## src/rtl/stream_sel_rr_pkg.sv

```systemverilog
// Shared types and default sizing for the stream selector family.
package stream_sel_rr_pkg;

    typedef enum logic {
        MODE_FIXED = 1'b0,
        MODE_RR    = 1'b1
    } sel_mode_e;

    localparam int DEF_WIDTH = 32;
    localparam int DEF_N     = 4;

endpackage

```

## src/rtl/stream_sel_rr_if.sv

```systemverilog
// Producer/consumer bundle of the stream selector: N input channels, one output stream.
interface stream_sel_rr_if
    import stream_sel_rr_pkg::*;
#(
    parameter int N     = DEF_N,
    parameter int WIDTH = DEF_WIDTH
);
    localparam int SELW = $clog2(N);

    logic [N*WIDTH-1:0] in_data;
    logic [N-1:0]       in_valid;
    logic [N-1:0]       in_ready;
    sel_mode_e          mode;
    logic [SELW-1:0]    sel;
    logic [WIDTH-1:0]   out_data;
    logic [SELW-1:0]    out_chan;
    logic               out_valid;
    logic               out_ready;

    modport master (
        output in_data, in_valid, mode, sel, out_ready,
        input  in_ready, out_data, out_chan, out_valid
    );

    modport slave (
        input  in_data, in_valid, mode, sel, out_ready,
        output in_ready, out_data, out_chan, out_valid
    );

endinterface

```

## src/rtl/stream_sel_rr_rr_pick.sv

```systemverilog
// Combinational round-robin picker: first set request strictly after ptr, wrapping at N.
module rr_pick #(
    parameter  int N    = 4,
    localparam int SELW = $clog2(N)
) (
    input  logic [N-1:0]    req,
    input  logic [SELW-1:0] ptr,
    output logic [SELW-1:0] gnt,
    output logic            gnt_v
);
    localparam logic [SELW:0]   N_W  = (SELW+1)'(N);
    localparam logic [SELW-1:0] LAST = SELW'(N - 1);

    logic [SELW-1:0] start;
    logic [SELW-1:0] first;
    logic [SELW:0]   sum;
    logic [N-1:0]    rot;

    // Explicit wrap keeps non-power-of-two N from visiting phantom channels.
    assign start = (ptr >= LAST) ? '0 : ptr + SELW'(1);

    for (genvar gi = 0; gi < N; gi++) begin : g_rot
        logic [SELW:0]   pos_w;
        logic [SELW-1:0] pos;
        assign pos_w   = {1'b0, start} + (SELW+1)'(gi);
        assign pos     = (pos_w >= N_W) ? SELW'(pos_w - N_W) : SELW'(pos_w);
        assign rot[gi] = req[pos];
    end

    always_comb begin
        first = '0;
        for (int i = N - 1; i >= 0; i--) begin
            if (rot[i]) first = SELW'(i);
        end
    end

    assign sum   = {1'b0, start} + {1'b0, first};
    assign gnt   = (sum >= N_W) ? SELW'(sum - N_W) : SELW'(sum);
    assign gnt_v = |req;

endmodule

```

## src/rtl/stream_sel_rr.sv

```systemverilog
// N-to-1 registered stream selector, fixed-select or round-robin, with valid/ready on both sides.
module stream_sel_rr
    import stream_sel_rr_pkg::*;
#(
    parameter  int WIDTH = DEF_WIDTH,
    parameter  int N     = DEF_N,
    localparam int SELW  = $clog2(N)
) (
    input  logic           clk,
    input  logic           rst_n,
    stream_sel_rr_if.slave bus
);
    localparam logic [SELW:0]   N_W     = (SELW+1)'(N);
    localparam logic [SELW-1:0] PTR_RST = SELW'(N - 1);

    logic [WIDTH-1:0] chan_data [N];
    logic [WIDTH-1:0] out_data_q, out_data_d;
    logic [SELW-1:0]  out_chan_q, out_chan_d;
    logic [SELW-1:0]  ptr_q, ptr_d;
    logic             out_valid_q, out_valid_d;
    logic [SELW-1:0]  rr_gnt, gnt;
    logic             rr_gnt_v, gnt_v;
    logic             load_en, take;

    for (genvar gi = 0; gi < N; gi++) begin : g_chan
        assign chan_data[gi] = bus.in_data[gi*WIDTH +: WIDTH];
    end

    rr_pick #(.N(N)) u_pick (
        .req   (bus.in_valid),
        .ptr   (ptr_q),
        .gnt   (rr_gnt),
        .gnt_v (rr_gnt_v)
    );

    // An out-of-range select simply yields no grant.
    always_comb begin
        gnt   = bus.sel;
        gnt_v = 1'b0;
        if (bus.mode == MODE_RR) begin
            gnt   = rr_gnt;
            gnt_v = rr_gnt_v;
        end else if ({1'b0, bus.sel} < N_W) begin
            gnt_v = bus.in_valid[bus.sel];
        end
    end

    assign load_en = !out_valid_q || bus.out_ready;
    assign take    = rst_n && load_en && gnt_v;

    always_comb begin
        bus.in_ready = '0;
        if (take) bus.in_ready[gnt] = 1'b1;
    end

    always_comb begin
        out_data_d  = out_data_q;
        out_chan_d  = out_chan_q;
        out_valid_d = out_valid_q;
        ptr_d       = ptr_q;
        if (load_en) begin
            out_valid_d = gnt_v;
            if (gnt_v) begin
                out_data_d = chan_data[gnt];
                out_chan_d = gnt;
                ptr_d      = gnt;
            end
        end
    end

    // ptr resets to N-1 so channel 0 wins the first round-robin search.
    always_ff @(posedge clk or negedge rst_n) begin
        if (!rst_n) begin
            out_data_q  <= '0;
            out_chan_q  <= '0;
            out_valid_q <= 1'b0;
            ptr_q       <= PTR_RST;
        end else begin
            out_data_q  <= out_data_d;
            out_chan_q  <= out_chan_d;
            out_valid_q <= out_valid_d;
            ptr_q       <= ptr_d;
        end
    end

    assign bus.out_data  = out_data_q;
    assign bus.out_chan  = out_chan_q;
    assign bus.out_valid = out_valid_q;

endmodule

```

## src/flat_wrapper.sv

```systemverilog
// flat-port wrapper written by rule: the top's interface ports become plain ports
module stream_sel_rr_flat import stream_sel_rr_pkg::*;
#(
    parameter  int WIDTH = DEF_WIDTH,
    parameter  int N     = DEF_N,
    localparam int SELW  = $clog2(N)
)
  (clk, rst_n, bus_in_data, bus_in_valid, bus_mode, bus_sel, bus_out_ready, bus_in_ready, bus_out_data, bus_out_chan, bus_out_valid);
  stream_sel_rr_if #(.N(N), .WIDTH(WIDTH)) bus_i ();
  input  logic clk;
  input  logic rst_n;
  input wire logic [$bits(bus_i.in_data)-1:0] bus_in_data;
  input wire logic [$bits(bus_i.in_valid)-1:0] bus_in_valid;
  input wire logic [$bits(bus_i.mode)-1:0] bus_mode;
  input wire logic [$bits(bus_i.sel)-1:0] bus_sel;
  input wire logic [$bits(bus_i.out_ready)-1:0] bus_out_ready;
  output wire logic [$bits(bus_i.in_ready)-1:0] bus_in_ready;
  output wire logic [$bits(bus_i.out_data)-1:0] bus_out_data;
  output wire logic [$bits(bus_i.out_chan)-1:0] bus_out_chan;
  output wire logic [$bits(bus_i.out_valid)-1:0] bus_out_valid;
  assign bus_i.in_data = bus_in_data;
  assign bus_i.in_valid = bus_in_valid;
  assign bus_i.mode = bus_mode;
  assign bus_i.sel = bus_sel;
  assign bus_i.out_ready = bus_out_ready;
  assign bus_in_ready = bus_i.in_ready;
  assign bus_out_data = bus_i.out_data;
  assign bus_out_chan = bus_i.out_chan;
  assign bus_out_valid = bus_i.out_valid;
  stream_sel_rr #(.WIDTH(WIDTH), .N(N)) u_core (.clk(clk), .rst_n(rst_n), .bus(bus_i));
endmodule
```

## config.mk

```make
export PLATFORM = sky130hd
export DESIGN_NAME = stream_sel_rr_flat
export DESIGN_NICKNAME = d
export VERILOG_FILES = /design/src/rtl/stream_sel_rr_pkg.sv /design/src/rtl/stream_sel_rr_if.sv /design/src/rtl/stream_sel_rr_rr_pick.sv /design/src/rtl/stream_sel_rr.sv /design/src/flat_wrapper.sv
export SDC_FILE = /design/constraint.sdc
export NUM_CORES = 1
export LEC_CHECK = 0
export CORE_ASPECT_RATIO = 1.5
export CORE_MARGIN = 1
export CORE_UTILIZATION = 33
export CTS_CLUSTER_DIAMETER = 80
export DETAILED_ROUTE_END_ITERATION = 16
export PLACE_DENSITY = 0.88
export SYNTH_ARGS = -nofsm -noshare
export SYNTH_HDL_FRONTEND = slang
export SYNTH_SLANG_ARGS = --single-unit
```

## constraint.sdc

```tcl
create_clock -name clk -period 3.2 [get_ports clk]
set_clock_uncertainty 0.15 [all_clocks]
set_input_delay 0.32 -clock clk [delete_from_list [all_inputs] [get_ports clk]]
set_output_delay 0.32 -clock clk [all_outputs]
set_load 0.05 [all_outputs]
```

---- Word level (Yosys, flattened, before mapping) ----
Index checks and enable logic that the tools add are counted.
word-level totals
  memories ................................ 0
  output and inout bits ................... 39
  memory bits (read-only) ................. 0
  input port bits ......................... 138
  register bits after elaboration ......... 37
  bits in writable memories ............... 0
  bits in latches ......................... 0
cells by class
  shift operators ......................... 0
  add/sub/neg operators ................... 10
  mux-type cells .......................... 28
  equality and inequality tests ........... 0
  $lt $le $gt $ge ......................... 14
  bitwise logic cells ..................... 1
  div/mod/pow operators ................... 0
  multipliers ............................. 0
  reduce and logical (&&, ||, !) cells .... 7
operator list
  cell                 number
  $bmux 32 s2          1
  $mux 32              2
  $mux 2               11
  $lt 2x3->1 const B   6
  $ge 3x3->1 const B   5
  $bmux 1 s2           5
  $sub 2x1->2 const B  5
  $mux 1               7
  $add 2x2->3 const B  2
  $mux 4               1
  $reduce_or 4->1      1
  $add 2x1->3 const B  1
  $add 2x2->3          1
  $ge 2x3->1 const B   1
  $logic_and 1x1->1    3
  $not 2->3            1
  $add 2x1->2 const B  1
  $demux 1 s2          1
  $ge 2x1->1 const B   1
  $ge 2x2->1 const B   1
  $reduce_and 2->1     1
  $logic_not 1->1      1
  $logic_or 1x1->1     1

---- Longest topological paths before layout ----
Gate-level depths: netlist of the first run.
  depth after elaboration ................. 20
  gate-level depth with buffers ........... 14
  gate-level depth less buffers ........... 12

---- Cells and area by module ----
Synthesis of the first run repeated with hierarchy kept, for this count alone.
second synthesis, totals
  cells, all modules ...................... 156
  area, all modules ....................... 2413.6 µm²
by module, submodules not included
  module         area an instance (µm²)  sequential area each (µm²)  times used  cells each
  stream_sel_rr  2302.2                  928.4                       1           137
  rr_pick        111.4                   0.0                         1           19

---- Least setup slack after synthesis of the first run ----
Ideal clock, no wire load.
  path kind ............................... register to output
  start ................................... register u_core.ptr_q[0]
  end ..................................... output bus_in_ready[1]
  stages on the path, launching flop included .. 14
  path buffers ............................ 2
  path slack .............................. -1102 ps
  arrival time ............................ 3832 ps
  cell sequence ........................... dfstp_2 > ha_1 > nor2_1 > mux4_2 > nor3_2 > inv_1 > ha_1 > xor2_1 > nand2_1 > o32a_1 > o211a_1 > buf_6 > buf_8 > nor3_1
on the way
  word-level cells in the longest chain between the ends .. 20
ends and longest elaborated chain
  what                                                                   line                         text
  start: declaration                                                     stream_sel_rr.sv:19          logic [SELW-1:0] ptr_q, ptr_d;
  start signal: assignment                                               stream_sel_rr.sv:82          ptr_q <= ptr_d;
  $add 2x1->2 / $ge 2x2->1 (equally long branches)                       stream_sel_rr_rr_pick.sv:20  assign start = (ptr >= LAST) ? '0 : ptr + SELW'(1);
  $mux 2 *                                                               stream_sel_rr_rr_pick.sv:20
  $add 2x2->3                                                            stream_sel_rr_rr_pick.sv:25  assign pos_w = {1'b0, start} + (SELW+1)'(gi);
  $ge 3x3->1 / $sub 2x1->2 (equally long branches)                       stream_sel_rr_rr_pick.sv:26  assign pos = (pos_w >= N_W) ? SELW'(pos_w - N_W) : SELW'(pos_w);
  $mux 2                                                                 stream_sel_rr_rr_pick.sv:26
  $bmux 1 s2                                                             stream_sel_rr_rr_pick.sv:27  assign rot[gi] = req[pos];
  $mux 1 (implied by the code)                                           stream_sel_rr_rr_pick.sv:27
  $mux 2 (4 in a row)                                                    stream_sel_rr_rr_pick.sv:33  if (rot[i]) first = SELW'(i);
  $add 2x2->3 *                                                          stream_sel_rr_rr_pick.sv:37  assign sum = {1'b0, start} + {1'b0, first};
  $ge 3x3->1 / $sub 2x1->2 (equally long branches)                       stream_sel_rr_rr_pick.sv:38  assign gnt = (sum >= N_W) ? SELW'(sum - N_W) : SELW'(sum);
  $mux 2 *                                                               stream_sel_rr_rr_pick.sv:38
  $mux 2 *                                                               stream_sel_rr.sv:40          if (bus.mode == MODE_RR) begin
  $lt 2x3->1 (implied by the code) / $ge 2x1->1 (equally long branches)  stream_sel_rr.sv:53          if (take) bus.in_ready[gnt] = 1'b1;
  $logic_and 1x1->1 (implied by the code)                                stream_sel_rr.sv:53
  $mux 1 (implied by the code)                                           stream_sel_rr.sv:53
  $demux 1 s2 *                                                          --
  $mux 4 *                                                               stream_sel_rr.sv:53
  end: declaration                                                       flat_wrapper.sv:17           output wire logic [$bits(bus_i.in_ready)-1:0] bus_in_ready;
Every way passes the cells marked *; elsewhere a longest branch is shown, timed or not. The select of a mux whose other input is x is not followed.

---- Final worst setup path of the first run ----
  start ................................... register u_core.ptr_q[0]
  end ..................................... output bus_in_ready[0]
The elaborated chain is that of the path after synthesis.

==> impl_metrics.yaml, run 1 <==
die:
  coreArea_um2: 8010
  num_rows: 40
  die_h_um: 113
  ios: 177
  die_area_um2: 8630
  fp.dieW_um: 76.2
  initial_core_util_pct: 34.0
setup_path:
  worstSetupPathType: "register to primary output"
  start_kind: "register"
  regToRegSetupSlack_ns: -0.21
  end_kind: "primary output"
  r2r_cells: 16
  timing.rr.end: "u_core.bus.out_data[17]"
  critPathArrivalTime_ns: 3.02
  cp_max_fo: 3
  rr_startpoint: "u_core.ptr_q[0]"
  critPathRequiredTime_ns: 2.73
  startpoint: "u_core.ptr_q[0]"
placed_design:
  dp_hpwl_um: 7120
  place_area_um2: 4850
  io_buffers: 176
  gp_congestion: 0.846
drt:
  drtIter0Drc: 100
  wirelength_um: 9620
  drc: 0
  vias: 2999
  vias_per_cell: 5.09
  avgRoutedWirePerCell_um: 16.3
  firstDrtPassIters: 4
  ant_nets: 0
sta:
  setup_tns_ns: -6.60
  rsz0062_at_grt: "yes"
  setup_viol: 38
  tightest_slew_ns: 0.565
  hold_viol: 0
  finalCritPeriodShare_pct: 109
  setup_ws_ns: -0.291
  max_slew_margin_pct: 62.2
  maxSlewViolCount: 0
  finalCriticalPeriod_ns: 3.49
  fmax_mhz: 286
logic_synthesis:
  synth_ff_type: "dfrtp_1"
  synth_nets: 422
  synthDistinctLibCells: 38
  yosys-top-cells-area: "dfrtp_1 32%, mux2i_1 24%, a22o_2 7.0%"
  async_flop_share_pct: 100
  yosys_register_bits: 37
  synth_top_cell_area_share_pct: 32.2
  yosysMostFrequentCell: "mux2i_1"
  synth_warnings: 0
  synth_edf_count: 0
  synthTopCellsByCount: "65 x mux2i_1, 37 x a21oi_1, 37 x nand2_1, 35 x dfrtp_1, 19 x a22o_2"
  syn-cell-area_um2: 2720
  ys_seq_area_share_pct: 34.1
  postSynthCellCount: 282
  synth_area_per_cell_um2: 9.65
  synth_top_area_cell: "dfrtp_1"
cts:
  htreeDepth: 2
  cts_buffer_depth: 2
  clock-sinks: 37
  clk_latency_ns: 0.27
  cts_root_buf: "clkbuf_16"
  tritoncts: "built"
  cts.clk_slew.worst_paths_ns: 0.05
  numCtsBuffers: 5
hold_path:
  min_delay_path_depth: 1
  min-delay-start: "u_core.bus.out_data[25]"
  hold_end: "u_core.bus.out_data[25]"
  hp-class: "register to register"
status:
  violations: "negative setup slack"
  status: "finished with violations"
global_route:
  grt_pass1_wl_um: 15300
  antenna_found_initial: 0
  grt.total_usage_pct: 22.8
  grt_max_degree: 68
  grt_pass1_vias: 3190
  grt-ovfl-total: 0
power:
  leakagePower_nw: 2.37
  ir_worst_vdd_mv: 0.567
  p_per_area_nw_per_um2: 985
finish:
  num-nets-final: 623
  diodes: 0
  fin_area_um2: 5320
  area_growth_pct: 95.5
  drive_gt1_share_pct: 21.3
flow_run:
  cap_violations: 0
-- worst max-delay path: stages, from the launching register on --
cell,delay (ns)
dfstp_2,0.58
ha_4,0.16
nor2_4,0.04
mux4_2,0.42
nor3_2,0.16
inv_1,0.07
ha_2,0.18
xor2_2,0.15
nand2_1,0.09
o32a_1,0.34
o211a_4,0.18
nor3b_4,0.22
buf_12,0.16
-- cell usage in the layout, fill, tap and decap left out, types with 12 or more instances in the layout --
cell type        Yosys  final
dfrtp_1             35     35
buf_4                0     24
nand2_2              0     15
nand2_1             37     22
buf_12               0     12
a21oi_1             37     36
a22o_2              19     19
clkdlybuf4s50_1      0    171
mux2i_1             65     65
a22o_1              13     13
-- sequential cells by signal, summed over array words and instances (netlist names) --
signal                count
u_core.bus.out_valid      1
u_core.ptr_q              2
u_core.bus.out_chan       2
u_core.bus.out_data      32
-- final cells by class --
type                       count  area [um^2]
inverter                       2         7.51
clock inverter                 1         30.0
timing repair buffer         218         2320
sequential                    37          928
fill                         663         2690
tap                          105          131
multi-input combinational    219         1760
clock buffer                   7          143
-- where the power goes --
part | switching [mW] | internal [mW] | total [mW]
Combinational | 2.01 | 1.80 | 3.81
Clock | 0.183 | 0.389 | 0.572
Sequential | 0.155 | 0.706 | 0.860
-- stage by stage --
stage	instances	util, %	setup WS (ns)	hold WS (ns)	total power, mW
finish	589	66.5	-0.291	0.354	5.24
global route	589	66.5	-0.401	0.368	5.49
CTS	589	66.5	-0.293	0.358	5.26
detailed placement	569	60.6	-0.369	0.0716	4.13
global placement	569	60.6	-0.258	0.0659	4.05
floorplan	282	-	-0.319	-0.126	3.02
-- per-layer routing --
| metal | vias to the layer above | GRT usage [%] | routed length (um) |
|---|---|---|---|
| met1 | 1410 | 23.0 | 3340 |
| met4 | 0 | 9.87 | 319 |
| li1 | 1436 | - | - |
| met2 | 123 | 44.2 | 5450 |
| met5 | - | 0 | 0 |
| met3 | 30 | 5.08 | 509 |
-- kinds of logic (layout without fill, tap and decap cells) --
logic type,Yosys count,after routing,share of synthesized area (%)
compound gates,81,81,21.6
xor+xnor,2,2,0.643
fa+ha+maj,2,2,0.919
buf+inv,26,228,6.34
flops,37,37,34.1
mux,66,66,24.7
simple gates,68,68,11.7
-- worst max-delay path by stage --
stage | endpoint | depth (start not counted) | slack [ns]
global route | bus_in_ready[0] | 12 | -0.40
finish | bus_in_ready[0] | 12 | -0.29
global placement | bus_in_ready[1] | 12 | -0.26
detailed placement | u_core.bus.out_data[17] | 13 | -0.37
CTS | bus_in_ready[0] | 12 | -0.29
floorplan | bus_in_ready[0] | 13 | -0.32
-- what timing repair did --
action | in CTS | in global routing
setup endpoints to repair | 37 | 38
setup buffers | 6 | 0
pin swaps | 3 | 1
cloned | 4 | 0
hold buffers | 2 | 0
hold endpoints to repair | 8 | 0
gates resized for setup | 29 | 1
Power figures use the tool's default switching activity.
==> run 2: changes to the inputs <==
--- a/config.mk
+++ b/config.mk
@@ -6,11 +6,12 @@
 export NUM_CORES = 1
 export LEC_CHECK = 0
 export CORE_ASPECT_RATIO = 1.5
-export CORE_MARGIN = 1
-export CORE_UTILIZATION = 33
+export CORE_UTILIZATION = 34
+export CTS_BUF_LIST = sky130_fd_sc_hd__clkbuf_8
 export CTS_CLUSTER_DIAMETER = 80
 export DETAILED_ROUTE_END_ITERATION = 16
-export PLACE_DENSITY = 0.88
+export PLACE_DENSITY = 0.9
+export SLEW_MARGIN = 0
 export SYNTH_ARGS = -nofsm -noshare
 export SYNTH_HDL_FRONTEND = slang
 export SYNTH_SLANG_ARGS = --single-unit
==> run 2 against run 1 <==
The flow still finishes with violations (negative setup slack). Worst setup slack got worse by 0.033 ns. Non-clock buffer count up 1. Largest cell class unchanged. Critical path type unchanged. Critical endpoint is now bus_in_ready[1]. Routed wire length up 2.9%. Total power decreased by 1.7%. Clock power decreased by 27%. Sequential cell count did not move. Combinational power rose by 2%.
==> impl_metrics.yaml, run 2 (synthesis gave the netlist of run 1 again) <==
power:
  p_per_area_nw_per_um2: 961
  ir_worst_vdd_mv: 0.603
  leakagePower_nw: 2.40
global_route:
  grt_pass1_vias: 3361
  grt_pass1_wl_um: 15900
  antenna_found_initial: 0
  grt-ovfl-total: 0
  grt_max_degree: 31
  grt.total_usage_pct: 24.7
die:
  coreArea_um2: 7710
  fp.dieW_um: 75.1
  initial_core_util_pct: 35.3
  num_rows: 39
  die_area_um2: 8380
  ios: 177
  die_h_um: 112
cts:
  cts_buffer_depth: 2
  tritoncts: "built"
  htreeDepth: 2
  clock-sinks: 37
  clk_latency_ns: 0.28
  numCtsBuffers: 5
  cts_root_buf: "clkbuf_8"
  cts.clk_slew.worst_paths_ns: 0.07
finish:
  final_cell_mix: "171 x clkdlybuf4s50_1, 65 x mux2i_1, 36 x a21oi_1"
  area_growth_pct: 97.0
  fin_area_um2: 5360
  regArea_um2: 928
  num-nets-final: 624
  diodes: 0
  final_common_cell: "clkdlybuf4s50_1"
  nFillCells: 609
  drive_gt1_share_pct: 24.1
  multi_input_area_um2: 1890
  largest_reg_flops: 32
placed_design:
  io_buffers: 176
  place_area_um2: 4910
  place_ws_ns: -0.379
  dp_hpwl_um: 7660
  gp_congestion: 0.876
setup_path:
  regToRegSetupSlack_ns: -0.23
  end_kind: "primary output"
  timing.rr.end: "u_core.bus.out_data[16]"
  r2r_cells: 16
  cp_max_fo: 4
  start_kind: "register"
  rr_startpoint: "u_core.ptr_q[0]"
  critPathRequiredTime_ns: 2.73
  worstSetupPathType: "register to primary output"
  critPathArrivalTime_ns: 3.05
sta:
  maxSlewViolCount: 0
  rsz0062_at_grt: "yes"
  tightest_slew_ns: 0.556
  setup_ws_ns: -0.324
  finalCriticalPeriod_ns: 3.52
  finalCritPeriodShare_pct: 110
  max_slew_margin_pct: 62.8
  fmax_mhz: 284
  setup_viol: 38
  hold_viol: 0
drt:
  wirelength_um: 9890
  ant_nets: 0
  vias: 3063
  drtIter0Drc: 106
  vias_per_cell: 5.22
  drc: 0
  avgRoutedWirePerCell_um: 16.8
  firstDrtPassIters: 4
status:
  status: "finished with violations"
  violations: "negative setup slack"
flow_run:
  cap_violations: 0
hold_path:
  hp-class: "input port to asynchronous set/reset pin"
[run 2: changes by cell type in the layout (fill, tap and decap cells not counted), sizes merged]
cell,previous run,this run
buf,45,47
clkbuf,7,6
inv,2,3
dlygate4sd3,2,1
[run 2: cell type report]
type / count / area share [%]
inverter: 2 / 0.140
multi-input combinational: 219 / 35.2
clock inverter: 2 / 0.630
timing repair buffer: 219 / 42.8
sequential: 37 / 17.3
clock buffer: 6 / 1.54
tap: 102 / 2.38
[run 2: what timing repair did]
item | CTS | global route
hold buffers | 1 | 0
cloned | 4 | 0
pin swaps | 4 | 7
endpoints found under the hold margin | 7 | 0
setup endpoints to repair | 37 | 38
buffers inserted | 9 | 3
resized for setup | 30 | 33
[run 2: metal layers]
layer  GRT usage [%]  vias up  routed length [um]
met2            45.4      111                5590
li1                -     1436                   -
met1            27.2     1488                3500
met3            4.07       28                 443
met5               0        -                   0
met4            9.18        0                 359
[run 2: worst max-delay path by stage]
stage,start,to,cells after the start
finish,u_core.ptr_q[0],bus_in_ready[1],12
global route,u_core.ptr_q[0],bus_in_ready[1],12
CTS,u_core.ptr_q[0],bus_in_ready[0],12
detailed placement,bus_in_valid[1],bus_in_ready[1],12
global placement,bus_in_valid[1],bus_in_ready[1],12
floorplan,u_core.ptr_q[0],bus_in_ready[0],13
[run 2: through the flow]
stage / total power [mW] / hold WS, ns / setup TNS [ns] / cells / util, %
6_report: 5.15 / 0.281 / -7.03 / 587 / 69.6
5_1_grt: 5.40 / 0.287 / -11.94 / 587 / 69.6
4_1_cts: 5.20 / 0.296 / -8.54 / 591 / 69.2
3_5_place_dp: 4.22 / 0.0379 / -11.74 / 569 / 63.7
3_3_place_gp: 4.13 / 0.0445 / -7.49 / 569 / 63.7
2_1_floorplan: 3.02 / -0.126 / -0.635 / 282 / -
[run 2: critical path, cell delays in order, from the launching register on]
cell,delay (ns)
dfstp_2,0.59
ha_4,0.16
nor2_4,0.04
mux4_2,0.45
nor3_4,0.17
inv_2,0.07
ha_4,0.16
xor2_2,0.15
nand2_1,0.10
o32a_1,0.33
o211a_4,0.18
nor3_4,0.22
buf_12,0.16
[run 2: power by group]
part / internal [mW] / switching [mW] / total (mW)
Sequential: 0.704 / 0.149 / 0.853
Combinational: 1.80 / 2.08 / 3.88
Clock: 0.251 / 0.168 / 0.419
